## src/rtl/mvb_rr_merge.sv

```systemverilog
// mvb_rr_merge: round-robin merge of RX_PORTS MVB input streams onto one MVB
// output stream. Whole words move at a time. A grant can be held for a burst of
// up to MAX_BURST words while the locked port keeps its source ready high.
// Optional feature macro: MVB_RR_MERGE_SEL_OUT_EN. When it is defined, each
// output item is {sel, data}, and sel is the source port index.
//
// state  | meaning
// IDLE   | no lock; the next grant is the round-robin choice starting at rr_ptr
// LOCKED | lock_port keeps the grant while ready and burst_cnt < MAX_BURST
module mvb_rr_merge #(
   parameter int RX_PORTS   = 4,
   parameter int ITEMS      = 4,
   parameter int ITEM_WIDTH = 32,
   parameter int MAX_BURST  = 4,
   localparam int SEL_WIDTH = $clog2(RX_PORTS),
`ifdef MVB_RR_MERGE_SEL_OUT_EN
   localparam int TX_ITEM_WIDTH = ITEM_WIDTH + SEL_WIDTH
`else
   localparam int TX_ITEM_WIDTH = ITEM_WIDTH
`endif
) (
   input  logic                                 CLK,
   input  logic                                 RESET,
   input  logic [RX_PORTS*ITEMS*ITEM_WIDTH-1:0] RX_DATA,
   input  logic [RX_PORTS*ITEMS-1:0]            RX_VLD,
   input  logic [RX_PORTS-1:0]                  RX_SRC_RDY,
   output logic [RX_PORTS-1:0]                  RX_DST_RDY,
   output logic [ITEMS*TX_ITEM_WIDTH-1:0]       TX_DATA,
   output logic [ITEMS-1:0]                     TX_VLD,
   output logic                                 TX_SRC_RDY,
   input  logic                                 TX_DST_RDY
);

   localparam int WORD_W = ITEMS*ITEM_WIDTH;
   localparam int CNT_W  = $clog2(MAX_BURST+1);

   typedef enum logic {IDLE, LOCKED} state_t;

   state_t                       state_q, state_d;
   logic [SEL_WIDTH-1:0]         lock_port_q, lock_port_d;
   logic [SEL_WIDTH-1:0]         rr_ptr_q, rr_ptr_d;
   logic [CNT_W-1:0]             burst_cnt_q, burst_cnt_d, cnt_next;
   logic                         tx_src_rdy_q, tx_src_rdy_d;
   logic [ITEMS-1:0]             tx_vld_q, tx_vld_d;
   logic [ITEMS*TX_ITEM_WIDTH-1:0] tx_data_q, tx_data_d;

   logic                         load, lock_hold, rr_valid, grant_any, accept;
   logic [SEL_WIDTH-1:0]         rr_port, grant_port, cand;
   logic [ITEMS-1:0]             word_vld;
   logic [WORD_W-1:0]            word_data;

   // The register can take a new word when it is empty or is being drained.
   assign load      = !tx_src_rdy_q || TX_DST_RDY;
   assign lock_hold = (state_q == LOCKED) && RX_SRC_RDY[lock_port_q]
                      && (burst_cnt_q < CNT_W'(MAX_BURST));
   assign grant_any  = lock_hold || rr_valid;
   assign grant_port = lock_hold ? lock_port_q : rr_port;
   assign accept     = !RESET && load && grant_any;

   // Cyclic search for the first ready port, starting at rr_ptr.
   always_comb begin
      rr_valid = 1'b0;
      rr_port  = '0;
      cand     = '0;
      for (int k = 0; k < RX_PORTS; k++) begin
         cand = SEL_WIDTH'((int'(rr_ptr_q) + k) % RX_PORTS);
         if (!rr_valid && RX_SRC_RDY[cand]) begin
            rr_valid = 1'b1;
            rr_port  = cand;
         end
      end
   end

   // One-hot accept for the granted port. This is never asserted during backpressure or reset.
   always_comb begin
      RX_DST_RDY = '0;
      if (accept) RX_DST_RDY[grant_port] = 1'b1;
   end

   // Arbiter next state. A lock that is no longer ready is released in the same
   // cycle as the new round-robin pick, so no bubble is inserted.
   always_comb begin
      state_d     = state_q;
      lock_port_d = lock_port_q;
      burst_cnt_d = burst_cnt_q;
      rr_ptr_d    = rr_ptr_q;
      cnt_next    = lock_hold ? burst_cnt_q + CNT_W'(1) : CNT_W'(1);
      if (accept) begin
         burst_cnt_d = cnt_next;
         state_d     = (cnt_next == CNT_W'(MAX_BURST)) ? IDLE : LOCKED;
         if (!lock_hold) begin
            lock_port_d = grant_port;
            rr_ptr_d    = SEL_WIDTH'((int'(grant_port) + 1) % RX_PORTS);
         end
      end else if (load) begin
         state_d     = IDLE;
         burst_cnt_d = '0;
      end
   end

   // Arbiter state register.
   always_ff @(posedge CLK) begin
      if (RESET) begin
         state_q     <= IDLE;
         lock_port_q <= '0;
         burst_cnt_q <= '0;
         rr_ptr_q    <= '0;
      end else begin
         state_q     <= state_d;
         lock_port_q <= lock_port_d;
         burst_cnt_q <= burst_cnt_d;
         rr_ptr_q    <= rr_ptr_d;
      end
   end

   // Output stage next value. An empty word is consumed but not loaded.
   always_comb begin
      word_vld     = RX_VLD[grant_port*ITEMS +: ITEMS];
      word_data    = RX_DATA[grant_port*WORD_W +: WORD_W];
      tx_src_rdy_d = tx_src_rdy_q;
      tx_vld_d     = tx_vld_q;
      tx_data_d    = tx_data_q;
      if (load) begin
         tx_src_rdy_d = accept && (|word_vld);
         tx_vld_d     = '0;
         if (accept && (|word_vld)) begin
            tx_vld_d = word_vld;
`ifdef MVB_RR_MERGE_SEL_OUT_EN
            for (int i = 0; i < ITEMS; i++) begin
               tx_data_d[i*TX_ITEM_WIDTH +: TX_ITEM_WIDTH] =
                  {grant_port, word_data[i*ITEM_WIDTH +: ITEM_WIDTH]};
            end
`else
            tx_data_d = word_data;
`endif
         end
      end
   end

   // Output register. Reset discards any held word.
   always_ff @(posedge CLK) begin
      if (RESET) begin
         tx_src_rdy_q <= 1'b0;
         tx_vld_q     <= '0;
         tx_data_q    <= '0;
      end else begin
         tx_src_rdy_q <= tx_src_rdy_d;
         tx_vld_q     <= tx_vld_d;
         tx_data_q    <= tx_data_d;
      end
   end

   assign TX_SRC_RDY = tx_src_rdy_q;
   assign TX_VLD     = tx_vld_q;
   assign TX_DATA    = tx_data_q;

endmodule
```

## config.mk

```make
export PLATFORM = sky130hd
export DESIGN_NAME = mvb_rr_merge
export DESIGN_NICKNAME = d
export VERILOG_FILES = /design/src/rtl/mvb_rr_merge.sv
export SDC_FILE = /design/constraint.sdc
export NUM_CORES = 1
export LEC_CHECK = 0
export ABC_AREA = 1
export CORE_AREA = 3 3 263 265
export DETAILED_ROUTE_END_ITERATION = 8
export DIE_AREA = 0 0 266 268
export GPL_TIMING_DRIVEN = 0
export SLEW_MARGIN = 15
export SYNTH_ARGS = -nofsm -noshare
export SYNTH_HDL_FRONTEND = slang
export SYNTH_SLANG_ARGS = --single-unit
```

## constraint.sdc

```tcl
create_clock -name CLK -period 3.7 [get_ports CLK]
set_input_delay 0.555 -clock CLK [delete_from_list [all_inputs] [get_ports CLK]]
set_output_delay 0.555 -clock CLK [all_outputs]
set_load 0.03 [all_outputs]
```

Yosys cells after proc, flatten, opt, wreduce, memory -nomap -nowiden
Cells that the tools add are included.

word-level totals
  flip-flop bits (word level) = 141
  output and inout port bits = 137
  logic and storage cells = 73
  input port bits = 535

cells by class
  $lt $le $gt $ge = 8
  shift operators = 2
  reductions and logical operators = 20
  add/subtract/negate cells = 5
  eq/ne operators = 1
  mux-type cells = 29
  bitwise operators = 1

operators with widths
  kind                 count
  $shiftx 512x10->128  1
  $lt 2x3->1 const B   6
  $shiftx 16x5->4      1
  $mux 1               13
  $bmux 1 s2           5
  $mux 2               5
  $logic_and 1x1->1    9
  $mux 3               3
  $mux 4               2
  $logic_not 1->1      5
  $add 2x1->2 const B  2
  $add 2x2->2 const B  2
  $reduce_and 2->1     2
  $reduce_or 4->1      1
  $add 3x1->3 const B  1
  $eq 3x3->1 const B   1
  $lt 3x3->1 const B   1
  $demux 1 s2          1
  $ge 2x1->1 const B   1
  $logic_or 1x1->1     2
  $reduce_bool 2->1    1
  $not 1->1            1

Logic depth before layout (Yosys ltp)
Gate-level depths: netlist of the first run.

  depth after elaboration = 18
  depth in mapped cells = 22
  gate-level depth less buffers = 20

Worst setup path after synthesis of the first run
Ideal clock, no wire load.

  path kind = input-to-output
  from = in RX_SRC_RDY[0]
  to = out RX_DST_RDY[2]
  path slack = 0.773 ns
  stages = 15
  data arrival time = 2.372 ns
  required time = 3.145 ns
  buffers on the path = 3
  path through = inv_1 > nand2_1 > nand3_2 > nand2_1 > nor2_4 > nand3_2 > nand2_2 > inv_4 > nand2_4 > buf_6 > buf_2 > buf_2 > ha_1 > inv_1 > nor2_1

on the way
  cells in the longest elaborated chain, start to end = 18
  elaborated cells on any way between the ends = 35
  those cells by class = order compare (2); mux (22); reduce/logical (11)

RTL lines
  what                                                            RTL line  RTL
  from (decl)                                                     26        input logic [RX_PORTS-1:0] RX_SRC_RDY,
  $bmux 1 s2                                                      67        if (!rr_valid && RX_SRC_RDY[cand]) begin
  $mux 1 (not written as such)                                    67
  $mux 1                                                          67
  $logic_not 1->1                                                 67
  $logic_and 1x1->1                                               67
  $mux 1                                                          67
  $logic_not 1->1                                                 67
  $logic_and 1x1->1                                               67
  [... 2 more ...]                                                --
  $logic_and 1x1->1                                               67
  $mux 2                                                          67
  $mux 2                                                          57        assign grant_port = lock_hold ? lock_port_q : rr_port;
  $lt 2x3->1 (not written as such) or $ge 2x1->1 (tied branches)  77        if (accept) RX_DST_RDY[grant_port] = 1'b1;
  $logic_and 1x1->1 (not written as such)                         77
  $mux 1 (not written as such)                                    77
  $demux 1 s2                                                     77
  $mux 4 *                                                        77
  to (decl)                                                       27        output logic [RX_PORTS-1:0] RX_DST_RDY,

Mark *: on every way between the ends. The rest lies on a longest branch, timed or not. The select of a mux whose other input is x is not followed.

Worst setup path in the final report of the first run
  from = in RX_SRC_RDY[3]
  to = reg tx_data_q[8], in the netlist TX_DATA[8]

on the way
  cells in the longest elaborated chain, start to end = 17
  elaborated cells on any way between the ends = 34
  those cells by class = shift (2); mux (19); reduce/logical (13)

RTL lines
  what                                                                 RTL line  RTL
  parallel branches: the longest is 17 deep, another holds $bmux 1 s2  --
  to (signal assigned)                                                 149       tx_data_q <= tx_data_d;
  to (decl)                                                            45        logic [ITEMS*TX_ITEM_WIDTH-1:0] tx_data_q, tx_data_d;

Several ways; the timed one is not identified. The select of a mux whose other input is x is not followed.
A chain may end at the register's enable or synchronous reset.

==> results by group, run 1 <==
Run status
  • Status: finished, final reports clean

Logic synthesis
  • Top cell type's share of synthesized area: 24.4%
  • Post-synthesis compound-gate area fraction: 25.7%
  • Mapped Avg Cell Area: 6.12 sq um
  • #FFs+latches synth: 141
  • Mux cell area share after synthesis: 0%
  • XOR/XNOR Fraction of Synth Area: 0%
  • Post-synthesis adder-cell area fraction: 0.541%
  • Syn Std Cell Area: 11600 sq um
  • Syn Nets: 2430
  • Post-synth top flop: dfxtp_1
  • Sequential fraction of the synthesis area: 24.4%
  • Unique masters post-synth: 27
  • Post-synth EDFFs: 0
  • Synth async-reset ratio: 0%
  • Simple-gate area share of the yosys netlist: 32.2%
  • Yosys Warn Count: 0
  • Mapped Cells: 1890
  • Largest family of logic cells by synthesized area: simple AND/OR/NAND/NOR gates
  • Yosys top cell by area: dfxtp_1
  • Ranking of synthesized cells by area: dfxtp_1 24%, nand2_1 11%, nand3_2 9.9%, inv_1 9.1%, nor2_1 8.8%

Cells and area
  • Final Util: 30.0%
  • Most common cell after layout, fill and taps aside: clkdlybuf4s50_1
  • Final non-filler cell area: 20100 sq um
  • Non-filler cells, final: 3467
  • Share of layout cells above drive strength 1: 11.0%
  • Filler Cells Inserted: 7402
  • Flip-flop and latch area: 2820 sq um
  • Area delta synth->final: 73.6%
  • Net count, final: 3119
  • Multi-input gate area: 6770 sq um
  • Most frequent cells in the layout: 667 x clkdlybuf4s50_1, 325 x nand2_1, 282 x inv_1

Floorplan
  • Die Area: 71300 sq um
  • Vert. Die Dim: 268 microns
  • Starting Density: 17.3%
  • Top Ports: 672
  • Core area: 67000 sq um
  • Chip width: 266 microns
  • Row count: 95

Timing
  • Slew Limit Fails: 0
  • Worst rel slew slack: 28.9%
  • Clock Skews: 0.00701 ns
  • Post-layout minimum cycle time: 3.53 ns
  • TNS Setup: 0 ns
  • Pin slew with the least headroom to its limit: 1.07 ns
  • Period utilisation layout: 95.4%
  • RSZ-0062 raised after global routing: false
  • Final setup fails: 0
  • Fmax: 283 MHz
  • Hold Fails Final Rpt: 0

Drt
  • Drt drc: 0
  • Via count: 15000
  • Initial DRC Count: 860
  • Final WL: 68.7 mm
  • Routed length per instance: 19.8 microns
  • Antenna viol nets, final: 0
  • Initial DRT Pass Iterations: 5
  • DR vias/cell: 4.32

Global routing
  • First-pass GRT wire length: 94.2 mm
  • Largest net degree at the start of global routing: 21
  • Gr ovfl total: 0
  • Vias in the first global route: 14400
  • Initial antenna violation count: 8
  • GRT Util Overall: 18.0%

Flow run
  • Max-Cap Viols: 0

Critical path
  • Worst EP arrival: 3.92 ns
  • Endpoint class of the critical path: register
  • Critical-path maximum fanout: 10
  • Critical path required time: 4.10 ns
  • Crit-path slowest cell: clkbuf_1
  • CP startpoint kind: primary input
  • WS Path Type: in -> reg
  • Max stage delay on crit path: 0.59 ns
  • Setup slack, reg-to-reg: 0.28 ns
  • Cells along the critical path: clkdlybuf4s50_1, inv_1, nand2_2, nand3_2, nand2_1, nor2_4, nand3_1, nand3_1, nand2_2, nand2_4, buf_2, clkbuf_1, o211ai_1, o21ai_1, inv_1, nand3_2, nand2_1, nor2_1

Clocking
  • CTS Buf Count: 17
  • Clk slew on worst S/H paths: 0.06 ns
  • Clock Sinks: 141
  • Root Buffer: clkbuf_16
  • Clock Path Buffers: 2
  • CTS tree: done
  • Clk Latency, worst-skew pair: 0.46 ns
  • H-tree levels: 4
  • Hold_buf cts: 0

Pwr
  • Cell leakage power: 8.76 nW
  • Peak VDD IR: 0.562 mV
  • Power Dens Cells: 1210 nW/um^2
  • Total power: 0.0243 W

Placed design
  • Placed cells: 3434
  • Post-DP HPWL: 54.7 mm
  • Port bufs: 671
  • GP Congestion: 0.900
  • DP Area: 19400 sq um

Worst hold path
  • Hold Crit Class: reg -> reg
Yosys cell counts (11+ instances only):
cell,n
nand2_1,325
inv_1,282
nor2_1,270
o21ai_0,196
a21oi_1,141
dfxtp_1,141
o211ai_1,128
nand3_2,115
buf_2,69
o21ai_1,64
nand3_1,36
clkbuf_1,35
buf_6,26
buf_1,15
nand2_2,11
cell families after synthesis:
kind of cell,Yosys count
buffers and inverters,447
AND/OR/NAND/NOR,767
flip-flops,141
adder cells (fa/ha/maj),5
AO/OA/AOI/OAI,530
power breakdown:
| part | switching [W] | leakage [nW] | internal (W) |
|---|---|---|---|
| Combinational | 0.0134 | 7.28 | 0.00661 |
| Clock | 0.000788 | 0.304 | 0.00109 |
| Sequential | 0.000296 | 1.17 | 0.00210 |
registers in the layout (all words and copies together) (netlist names):
register,flops
lock_port_q,2
TX_SRC_RDY,1
TX_DATA,128
state_q,1
burst_cnt_q,3
rr_ptr_q,2
TX_VLD,4
repair_timing:
| item | in CTS | in global routing |
|---|---|---|
| buffers inserted | 0 | 0 |
| gates resized for setup | 18 | 29 |
| endpoints found under the hold margin | 0 | 0 |
| cloned | 0 | 2 |
| pin swaps | 0 | 1 |
| endpoints found under the setup margin | 4 | 18 |
worst max-delay path, delay by kind of cell:
kind,cells,cell delay [ns]
AO/OA/AOI/OAI,2,0.56
buffers and inverters,5,1.76
AND/OR/NAND/NOR,11,1.01
worst paths after layout:
check / start / end / cells after the start
worst max register to register: rr_ptr_q[0]$_SDFFE_PP0P_ / TX_DATA[8]$_SDFFE_PP0P_ / 17
worst max-delay path: RX_SRC_RDY[3] / TX_DATA[8]$_SDFFE_PP0P_ / 18
worst min-delay path: TX_VLD[1]$_SDFFE_PP0N_ / TX_VLD[1]$_SDFFE_PP0N_ / 2
worst min register to register: TX_VLD[1]$_SDFFE_PP0N_ / TX_VLD[1]$_SDFFE_PP0N_ / 2
metrics by stage:
| step | worst slack [ns] | hold slack (ns) |
|---|---|---|
| CTS | 0.0162 | 0.464 |
| detailed placement | -0.939 | 0.455 |
| floorplan | 0.773 | 0.445 |
| global route | 0.0189 | 0.485 |
| finish | 0.172 | 0.464 |
| global placement | -0.913 | 0.452 |
per-layer routing:
metal  vias up  GRT usage [%]  wire length (microns)
li1       7485              -                      -
met4         8           6.46                   1990
met2       625           31.0                  32900
met3        90           4.31                   4870
met1      6753           22.0                  28900
met5         -              0                     54
area by class of cell:
class	count	share of cell area (%)
antenna	2	0.0249
buffer	155	4.66
clock buffer	22	2.46
clock inverter	10	0.641
inverter	289	5.46
multi-input combinational	1302	33.7
sequential	141	14.0
tap	873	5.44
timing repair buffer	673	33.6
(Power assumes the default switching activity.)
==> inputs of run 2 (changes only) <==
Settings changed: REMOVE_ABC_BUFFERS from default to 1.
==> run 2 against run 1 <==
- die area stayed put
- register-to-register slack better by 0.10 ns
- cell count is 3.4% lower
- global-route usage is 3.3 points lower
- sequential power hardly changed
- cell area is 0.76% lower
- sequential cell count stayed put
- via count is 4.8% lower
- core utilization is 0.23 points lower
- first-iteration DRC count is 43% lower
==> results by group, run 2 (synthesized netlist as in run 1, its figures left out) <==
Run status
  • Status: finished, final reports clean

Global routing
  • Gr ovfl total: 0 (unchanged)
  • Vias in the first global route: 13200 (-8.1%)
  • Largest net degree at the start of global routing: 139 (+560%)
  • First-pass GRT wire length: 80.4 mm (-15%)
  • GRT Util Overall: 14.8% (-3.3 points)
  • Initial antenna violation count: 2 (-6)

Clocking
  • CTS tree: done
  • Clock Sinks: 141 (unchanged)
  • Clock Path Buffers: 2 (unchanged)
  • H-tree levels: 4 (unchanged)
  • Root Buffer: clkbuf_16
  • Clk Latency, worst-skew pair: 0.45 ns (about the same)
  • Hold_buf cts: 0 (unchanged)
  • Clk slew on worst S/H paths: 0.06 ns (about the same)
  • CTS Buf Count: 17 (unchanged)

Placed design
  • Port bufs: 671 (unchanged)
  • DP Area: 18800 sq um (-2.8%)
  • GP Congestion: 0.812 (-9.9%)
  • Setup WS pre-CTS: -1.33 ns (-0.389 ns)
  • Post-DP HPWL: 37.8 mm (-31%)

Floorplan
  • Vert. Die Dim: 268 microns (unchanged)
  • Die Area: 71300 sq um (unchanged)
  • Starting Density: 17.3% (unchanged)
  • Top Ports: 672 (unchanged)
  • Chip width: 266 microns (unchanged)
  • Row count: 95 (unchanged)
  • Core area: 67000 sq um (unchanged)

Timing
  • Hold Fails Final Rpt: 0 (unchanged)
  • Pin slew with the least headroom to its limit: 0.693 ns (-0.373 ns)
  • Post-layout minimum cycle time: 3.49 ns (-0.0384 ns)
  • Clock Skews: 0.00781 ns (+0.000801 ns)
  • Fmax: 287 MHz (+1.1%)
  • Final setup fails: 0 (unchanged)
  • Worst rel slew slack: 53.6% (+25 points)
  • Slew Limit Fails: 0 (unchanged)
  • Setup ws final: 0.210 ns (+0.0384 ns)
  • RSZ-0062 raised after global routing: true
  • Period utilisation layout: 94.3% (-1.0 points)

Pwr
  • Cell leakage power: 8.59 nW (-1.9%)
  • Total power: 0.0235 W (-3.2%)
  • Peak VDD IR: 1.22 mV (+120%)
  • Power Dens Cells: 1180 nW/um^2 (-2.5%)

Critical path
  • Endpoint class of the critical path: output port
  • Worst r2r src: rr_ptr_q[0]$_SDFFE_PP0P_
  • Critical path required time: 3.14 ns (-0.96 ns)
  • Critical-path maximum fanout: 33 (+23)
  • WS Path Type: in -> out
  • CP startpoint kind: primary input
  • Worst EP arrival: 2.94 ns (-0.98 ns)
  • Crit path from: RX_SRC_RDY[2]
  • Setup slack, reg-to-reg: 0.38 ns (+0.10 ns)

Cells and area
  • Share of layout cells above drive strength 1: 8.76% (-2.3 points)
  • Antenna diode count: 0 (-2)
  • Max reg flops: 128 (unchanged)
  • Area delta synth->final: 72.3%
  • Final non-filler cell area: 19900 sq um (-0.76%)
  • Most common cell after layout, fill and taps aside: clkdlybuf4s50_1
  • Most frequent cells in the layout: 667 x clkdlybuf4s50_1, 324 x nand2_1, 280 x inv_1
  • Net count, final: 3007 (-3.6%)

Drt
  • Antenna viol nets, final: 0 (unchanged)
  • DR vias/cell: 4.25 (-1.4%)
  • Via count: 14200 (-4.8%)
  • Final WL: 58.3 mm (-15%)
  • Initial DRT Pass Iterations: 5 (unchanged)
  • Drt drc: 0 (unchanged)
  • Initial DRC Count: 493 (-43%)
  • Routed length per instance: 17.4 microns (-12%)

Worst hold path
  • Min-delay src: TX_VLD[2]$_SDFFE_PP0N_
  • Hold Crit Class: reg -> reg

Flow run
  • Max-Cap Viols: 0 (unchanged)
## run 2: cell type report
| class | count | area (sq um) |
|---|---|---|
| Inverter | 289 | 1140 |
| Sequential cell | 141 | 2830 |
| Timing Repair Buffer | 708 | 7420 |
| Clock inverter | 6 | 88.8 |
| Clock buffer | 23 | 468 |
| Multi-Input combinational cell | 1308 | 6880 |
| Timing Repair inverter | 2 | 20.0 |
| Tap cell | 873 | 1090 |
| Fill cell | 7439 | 47100 |
## run 2: final timing paths
check / endpoint / cells past startpoint
worst max-delay path: RX_DST_RDY[1] / 16
worst min-delay path: TX_VLD[2]$_SDFFE_PP0N_ / 2
worst max register to register: TX_DATA[120]$_SDFFE_PP0P_ / 21
worst min register to register: TX_VLD[2]$_SDFFE_PP0N_ / 2
## run 2: repair_timing
action                     4_1_cts  5_1_grt
pin swaps                        6        2
buffers inserted                 4       12
cloned                          12        6
resized for setup               20       17
hold endpoints to repair         0        0
setup endpoints to repair      133      109
## run 2: metrics by stage
stage,cells,setup TNS (ns),utilization [%],hold slack [ns]
3_3_place_gp,3276,-931.70,27.6,0.456
3_5_place_dp,3287,-134.64,28.1,0.463
2_1_floorplan,1732,-459.95,-,0.439
6_report,3350,0,29.7,0.475
5_1_grt,3350,-0.0344,29.7,0.502
4_1_cts,3332,0,29.4,0.473
## run 2: worst max-delay path, stage by stage
cell and delay [ns]:
clkdlybuf4s50_1 0.55, inv_1 0.08, nand2_1 0.10, nand3_1 0.09
nand2_1 0.09, inv_1 0.08, nand3_1 0.09, nand3_1 0.12
nand2_4 0.14, nand2_8 0.10, buf_16 0.24, inv_16 0.17
ha_1 0.17, inv_1 0.04, nor2_1 0.08, buf_2 0.22
## run 2: routing by layer
metal | track usage [%] | vias up | share of wire (%)
met5 | 0 | - | 0
met2 | 25.7 | 470 | 48
met4 | 5.59 | 0 | 3.0
met3 | 3.88 | 64 | 6.2
li1 | - | 7254 | -
met1 | 17.5 | 6461 | 43
## run 2: power by group
| part | switching (W) | total [W] | internal (W) |
|---|---|---|---|
| clock | 0.000714 | 0.00173 | 0.00102 |
| combinational | 0.0126 | 0.0193 | 0.00678 |
| sequential | 0.000307 | 0.00242 | 0.00211 |
==> inputs of run 3 (changes only) <==
Settings changed: CTS_CLUSTER_DIAMETER from default to 60.
==> results of run 3 <==
Same layout as run 2: the final DEF is identical, and so are final timing and power.
